### config.mk
export PLATFORM = sky130hd
export DESIGN_NAME = mem_arbiter
export DESIGN_NICKNAME = d
export VERILOG_FILES = /design/src/rtl/mem_arbiter.sv
export SDC_FILE = /design/constraint.sdc
export NUM_CORES = 1
export LEC_CHECK = 0
export ABC_AREA = 1
export CAP_MARGIN = 20
export CORE_ASPECT_RATIO = 0.5
export CORE_MARGIN = 5
export CORE_UTILIZATION = 43
export CTS_BUF_LIST = sky130_fd_sc_hd__clkbuf_8
export DETAILED_ROUTE_END_ITERATION = 6
export PLACE_DENSITY = 0.87
export SETUP_SLACK_MARGIN = 0.4
export SLEW_MARGIN = 10
export SYNTH_ARGS = -nofsm -noshare
export SYNTH_HDL_FRONTEND = slang
export SYNTH_SLANG_ARGS = --single-unit
### constraint.sdc
create_clock -name clock -period 3.5 [get_ports clock]
set_clock_uncertainty 0.2 [all_clocks]
set_input_delay 0.35 -clock clock [delete_from_list [all_inputs] [get_ports clock]]
set_output_delay 0.35 -clock clock [all_outputs]
set_load 0.02 [all_outputs]
### src/rtl/mem_arbiter.sv
// mem_arbiter: shares one memory port between two masters (m0 = cpu core,
// m1 = loader/DMA). Round-robin arbitration with one transaction in flight.
// Each access holds mem_en for WAIT_CYCLES+1 cycles, then pulses ready for
// one cycle to the granted master.
//
// Ports:
//   clock, reset              system clock, synchronous active-high reset
//   mX_req/rw/addr/wdata      master X request, direction (1=read), address, write data
//   mX_gnt                    master X owns the bus (ACCESS and DONE)
//   mX_ready                  one-cycle completion pulse for master X
//   rdata                     data of the last completed read (shared)
//   mem_en/rw/addr/wdata      memory access strobe, direction, address, write data
//   mem_rdata                 memory read data, valid on the last ACCESS cycle
//   busy                      arbiter is not idle
module mem_arbiter #(
    parameter int unsigned WAIT_CYCLES = 2,
    parameter int unsigned ADDR_W      = 32,
    parameter int unsigned DATA_W      = 32
) (
    input  logic              clock,
    input  logic              reset,
    input  logic              m0_req,
    input  logic              m0_rw,
    input  logic [ADDR_W-1:0] m0_addr,
    input  logic [DATA_W-1:0] m0_wdata,
    output logic              m0_gnt,
    output logic              m0_ready,
    input  logic              m1_req,
    input  logic              m1_rw,
    input  logic [ADDR_W-1:0] m1_addr,
    input  logic [DATA_W-1:0] m1_wdata,
    output logic              m1_gnt,
    output logic              m1_ready,
    output logic [DATA_W-1:0] rdata,
    output logic              mem_en,
    output logic              mem_rw,
    output logic [ADDR_W-1:0] mem_addr,
    output logic [DATA_W-1:0] mem_wdata,
    input  logic [DATA_W-1:0] mem_rdata,
    output logic              busy
);

    localparam int unsigned CNT_W = (WAIT_CYCLES > 0) ? $clog2(WAIT_CYCLES + 1) : 1;

    typedef enum logic [1:0] {
        IDLE,
        ACCESS,
        DONE
    } state_t;

    state_t           state;
    logic [CNT_W-1:0] wait_cnt;
    logic             last_grant;   // also identifies the current owner once granted
    logic             winner_c;

    // Winner selection: a lone requester wins; on a tie the master that
    // was not granted last wins.
    always_comb begin
        winner_c = 1'b0;
        if (m0_req && m1_req) begin
            winner_c = ~last_grant;
        end else if (m1_req) begin
            winner_c = 1'b1;
        end
    end

    // Arbitration / access sequencing FSM with registered outputs.
    always_ff @(posedge clock) begin
        if (reset) begin
            state      <= IDLE;
            wait_cnt   <= '0;
            last_grant <= 1'b1;
            m0_gnt     <= 1'b0;
            m1_gnt     <= 1'b0;
            m0_ready   <= 1'b0;
            m1_ready   <= 1'b0;
            mem_en     <= 1'b0;
            mem_rw     <= 1'b1;
            mem_addr   <= '0;
            mem_wdata  <= '0;
            rdata      <= '0;
            busy       <= 1'b0;
        end else begin
            case (state)
                IDLE: begin
                    if (m0_req || m1_req) begin
                        state      <= ACCESS;
                        busy       <= 1'b1;
                        mem_en     <= 1'b1;
                        last_grant <= winner_c;
                        wait_cnt   <= CNT_W'(WAIT_CYCLES);
                        m0_gnt     <= ~winner_c;
                        m1_gnt     <= winner_c;
                        if (winner_c) begin
                            mem_rw    <= m1_rw;
                            mem_addr  <= m1_addr;
                            mem_wdata <= m1_wdata;
                        end else begin
                            mem_rw    <= m0_rw;
                            mem_addr  <= m0_addr;
                            mem_wdata <= m0_wdata;
                        end
                    end
                end
                ACCESS: begin
                    if (wait_cnt == '0) begin
                        state    <= DONE;
                        mem_en   <= 1'b0;
                        m0_ready <= ~last_grant;
                        m1_ready <= last_grant;
                        if (mem_rw) begin
                            rdata <= mem_rdata;
                        end
                    end else begin
                        wait_cnt <= wait_cnt - CNT_W'(1);
                    end
                end
                DONE: begin
                    state    <= IDLE;
                    busy     <= 1'b0;
                    m0_gnt   <= 1'b0;
                    m1_gnt   <= 1'b0;
                    m0_ready <= 1'b0;
                    m1_ready <= 1'b0;
                end
                default: begin
                    state <= IDLE;
                end
            endcase
        end
    end

endmodule

# == Word level (Yosys, flattened, before mapping) ==
# Cells that the tools add are included.
# totals
out_inout_bits,103
reg_bits,108
word_cells,58
# classes
muxes,23
n_eq_ne,5
n_addsub,1
bitwise_logic,2
reduce_logical,14
# ops
op,n
$mux 32,2
$pmux 1 s2,6
$mux 1,9
$reduce_and 3->1,3
$mux 2,4
$pmux 2 s2,2
$reduce_and 2->1,4
$ne 2x2->1 const B,3
$reduce_bool 2->1,3
$logic_not 2->1,2
$eq 2x1->1 const B,1
$eq 2x2->1 const B,1
$not 1->1,2
$sub 2x1->2 const B,1
$logic_and 1x1->1,1
$logic_or 1x1->1,1

# == Depth between registers and ports, before layout ==
# depth
word_depth,5
depth_mapped,9

# == Worst setup path after synthesis ==
# No wires, ideal clock.
# synth_path
path_type,reg2reg
from,reg wait_cnt[0]
to,reg rdata[16]
synth_period_minus_slack_ns,1.477
setup_slack_ns,2.023
t_arrival_ns,1.212
setup_ns,0.065
path_buffers,1
stages_incl_launch_ff,8
path_cell_list,dfxtp_1 > inv_1 > ha_1 > nand2_1 > nor2_2 > clkbuf_2 > o21ai_0 > nor2_1
# synth_via
elab_chain_cells,2
# synth_rtl
item,line_no,rtl
start: declaration,52,logic [CNT_W-1:0] wait_cnt;
start signal: assignment,91,wait_cnt <= CNT_W'(WAIT_CYCLES);
start signal: assignment,115,wait_cnt <= wait_cnt - CNT_W'(1);
$logic_not 2->1,106,if (wait_cnt == '0) begin
$reduce_and 3->1 (no line),--,
end signal: assignment,112,rdata <= mem_rdata;
end: declaration,34,"output logic [DATA_W-1:0] rdata,"
# Every way passes these cells.
# A chain may end at the register's enable or synchronous reset.

# == Final worst setup path ==
# layout_path
from,in m0_req
to,reg mem_wdata[18]
# layout_via
elab_chain_cells,3
word_cells_on_any_way,5
classes_between,mux (2); reduce/logical (3)
# layout_rtl
item,line_no,rtl
start: declaration,22,"input logic m0_req,"
$logic_and 1x1->1,60,if (m0_req && m1_req) begin
$mux 1,60,
$mux 32,94,if (winner_c) begin
end signal: assignment,97,mem_wdata <= m1_wdata;
end signal: assignment,101,mem_wdata <= m0_wdata;
end: declaration,38,"output logic [DATA_W-1:0] mem_wdata,"
# Several ways; a longest one is shown, not always the timed one.

==> results by group <==
Clock network
  – Clock sink total: 108
  – TritonCTS clock tree: done
  – Clock tree root buffer cell: clkbuf_8
  – Clock latency at the later pin of the worst-skew pair: 370 ps
  – Number of gates given a new drive strength after cts: 0
  – Hold buffer count at cts: 0
  – Clock tree buffer depth: 2
  – Inserted Clock Buffers: 9
  – Deepest level of the CTS H-tree: 3
  – Clock transition at the registers of the reported paths: 100 ps
  – Total setup buffers inserted after CTS: 0

Synthesis
  – Post-Syn Instances: 761
  – FF+latch count, synth: 108
  – Post-synth top area share: 43.6%
  – Net count of the mapped netlist: 928
  – Synth Cell Area: 4950 µm²
  – Sequential element share of the synthesized area: 43.6%
  – Count of cell types in the netlist: 24
  – Number of warnings issued by yosys: 0
  – Synth Area per Inst: 6.51 µm²
  – Synth top area cells: dfxtp_1, nor2_1, nand2_1
  – Dominant cell type by area after synthesis: dfxtp_1

GRT
  – Overall routing resource usage: 20.9%
  – Initial antenna violation count: 0
  – Vias in the first global route: 4993
  – Wire length of the first global-routing pass: 23900 µm
  – Overall overflow remaining after global route: 0
  – Pin count of the biggest net entering global routing: 94

Die
  – Initial standard-cell utilization of the core: 44.6%
  – Core Rows: 27
  – Die Ht: 85.9 µm
  – Floorplan core area: 11100 µm²
  – Number of top-level pins: 269
  – Chip Width: 162 µm
  – Full die area: 13900 µm²

Layout
  – Number of antenna diodes: 0
  – Post-route cell area: 7800 µm²
  – Fraction of final layout cells sized beyond drive strength 1: 3.10%
  – Filler instances: 897
  – Final standard cell utilization of the core: 70.2%
  – Number of nets in the layout: 1164
  – Area added between synthesis and finish: 57.4%

Critical path
  – Data required, critical path: 3600 ps
  – Critical path peak fanout: 76
  – Type of the worst setup path: input port to flip-flop
  – Register-to-register setup slack: 1510 ps
  – Reg2Reg Capture Point: rdata[23]
  – Number of cells on the worst reg-to-reg path: 5
  – Crit path arrival time: 2160 ps
  – CP endpoint kind: flip-flop
  – Critical path startpoint category: input port
  – R2r startpoint: state[0]

Pwr
  – Switching fraction of total power: 33.9%
  – Maximum ir drop on the vdd rail: 0.228 mV
  – Power Total: 3.48 mW
  – Net switching power: 1.18 mW
  – Fraction of power consumed by sequential logic: 42.4%
  – Areal power density over the cells: 446 nW/µm²
  – Share of power burned in combinational logic: 35.4%
  – Internal power summed over all cells: 2.30 mW
  – Static Leak: 3.61 nW
  – Clock power share: 22.2%

Route
  – Overall via count from detail_route: 5468
  – Number of search-and-repair iterations in the first detailed-routing pass: 5
  – Initial drt markers: 499
  – DRC errors left: 0
  – Avg Vias per Cell: 4.77
  – Detail Route Antenna Nets: 0
  – Routed WL: 15500 µm
  – WL per Instance: 13.5 µm

Hold path
  – Worst Hold End: m0_ready
  – Number of cells traversed by the worst hold path: 2
  – Worst Hold Launch: m0_ready
  – Worst hold-check path type: flip-flop to flip-flop

Timing
  – Fin Hold WS: 266 ps
  – Final-layout setup total negative slack: 0 ps
  – Pins over their slew limit: 0
  – Maximum clock frequency: 486 MHz
  – Unrepaired setup endpoints after global routing: false
  – Max_slew headroom: 49.4%
  – Share of the clock period used by the worst path: 58.7%
  – Fin crit period: 2060 ps
  – Final count of hold timing violations: 0
  – Worst Max-Slew Pin Slew: 758 ps
  – Final setup vio count: 0

Status
  – Result of the run: completed

Placed design
  – Final GP Congestion: 0.816
  – Placed instance area: 7600 µm²
  – Port buffer count: 268
  – Detailed Place HPWL: 11400 µm

Job
  – Max-Cap Viols: 0
==> logic make-up after synthesis <==
logic type / count (synthesis) / share of synthesized area (%)
DFF: 108 / 43.6
buffers and inverters: 123 / 11.7
AOI/OAI and AO/OA: 104 / 10.6
adders and majority gates: 1 / 0.253
and+or+nand+nor: 425 / 33.8
==> power by group through the flow <==
stage | Combinational (mW) | Clock, mW | Sequential, mW
CTS | 1.24 | 0.798 | 1.47
global route | 1.34 | 0.848 | 1.49
floorplan | 0.481 | 0 | 1.68
detailed placement | 1.23 | 0 | 1.50
finish | 1.23 | 0.774 | 1.47
global placement | 1.21 | 0 | 1.49
==> critical path: stages <==
cell	delay, ps
clkdlybuf4s50_1	500
nand2_1	100
nand2_4	560
buf_12	310
nand2_1	80
nand2_1	70
nor2_1	50
nor2_1	90
==> layer usage <==
layer	global-route usage [%]	up-vias	share of wire, %
li1	-	2795	-
met1	24.3	2464	41
met2	38.2	177	51
met3	5.18	32	6.0
met4	6.52	0	2.3
met5	0	-	0
==> Yosys cell counts, drive strengths merged <==
| cell type | instances |
|---|---|
| buf | 26 |
| nand3 | 6 |
| ha | 1 |
| nor3 | 32 |
| a21oi | 8 |
| o21ai | 96 |
| nand2 | 152 |
| clkinv | 1 |
| inv | 73 |
| clkbuf | 23 |
| nand4 | 3 |
| dfxtp | 108 |
| nor2 | 232 |
==> final cells by class <==
cell class | count | area [µm²] | share of cell area [%]
timing repair buffer | 274 | 2770 | 35.5
clock buffer | 9 | 124 | 1.59
clock inverter | 6 | 71.3 | 0.914
multi-input combinational | 530 | 2220 | 28.4
inverter | 74 | 278 | 3.56
sequential | 108 | 2160 | 27.7
tap | 145 | 181 | 2.33
==> through the flow <==
step,cells,worst slack [ps]
floorplan,761,2020
global placement,1131,1130
detailed placement,1131,1060
CTS,1146,1460
global route,1146,1310
finish,1146,1440
==> layout by cell type (no fill, tap or decap), types with 2 or more instances in the layout <==
master and instances:
buf_12 3, nor3_1 32, nand2_4 2, nor2_1 230, nand2_2 2, inv_2 3, inv_1 71, nand4_1 3
clkdlybuf4s50_1 268, buf_4 3, dfxtp_1 108, a21oi_1 7, o21ai_1 25, clkbuf_8 9, nand3_1 6, nand2_1 148
o21ai_0 71
==> flip-flops by register name, summed over array words and instances (netlist names), 2 cells and up <==
register,cells
state,2
wait_cnt,2
rdata,32
mem_addr,32
mem_wdata,32
==> how the worst max path moves through the flow <==
stage / start / end / cells past startpoint
after floorplan: wait_cnt[0] / rdata[16] / 7
after global placement: reset / mem_addr[0] / 5
after detailed placement: m0_req / mem_addr[3] / 8
after CTS: m0_req / mem_addr[3] / 8
after global routing: m0_req / mem_addr[0] / 8
final: m0_req / mem_wdata[18] / 8
Note: power is estimated with default switching activity, not from simulation.
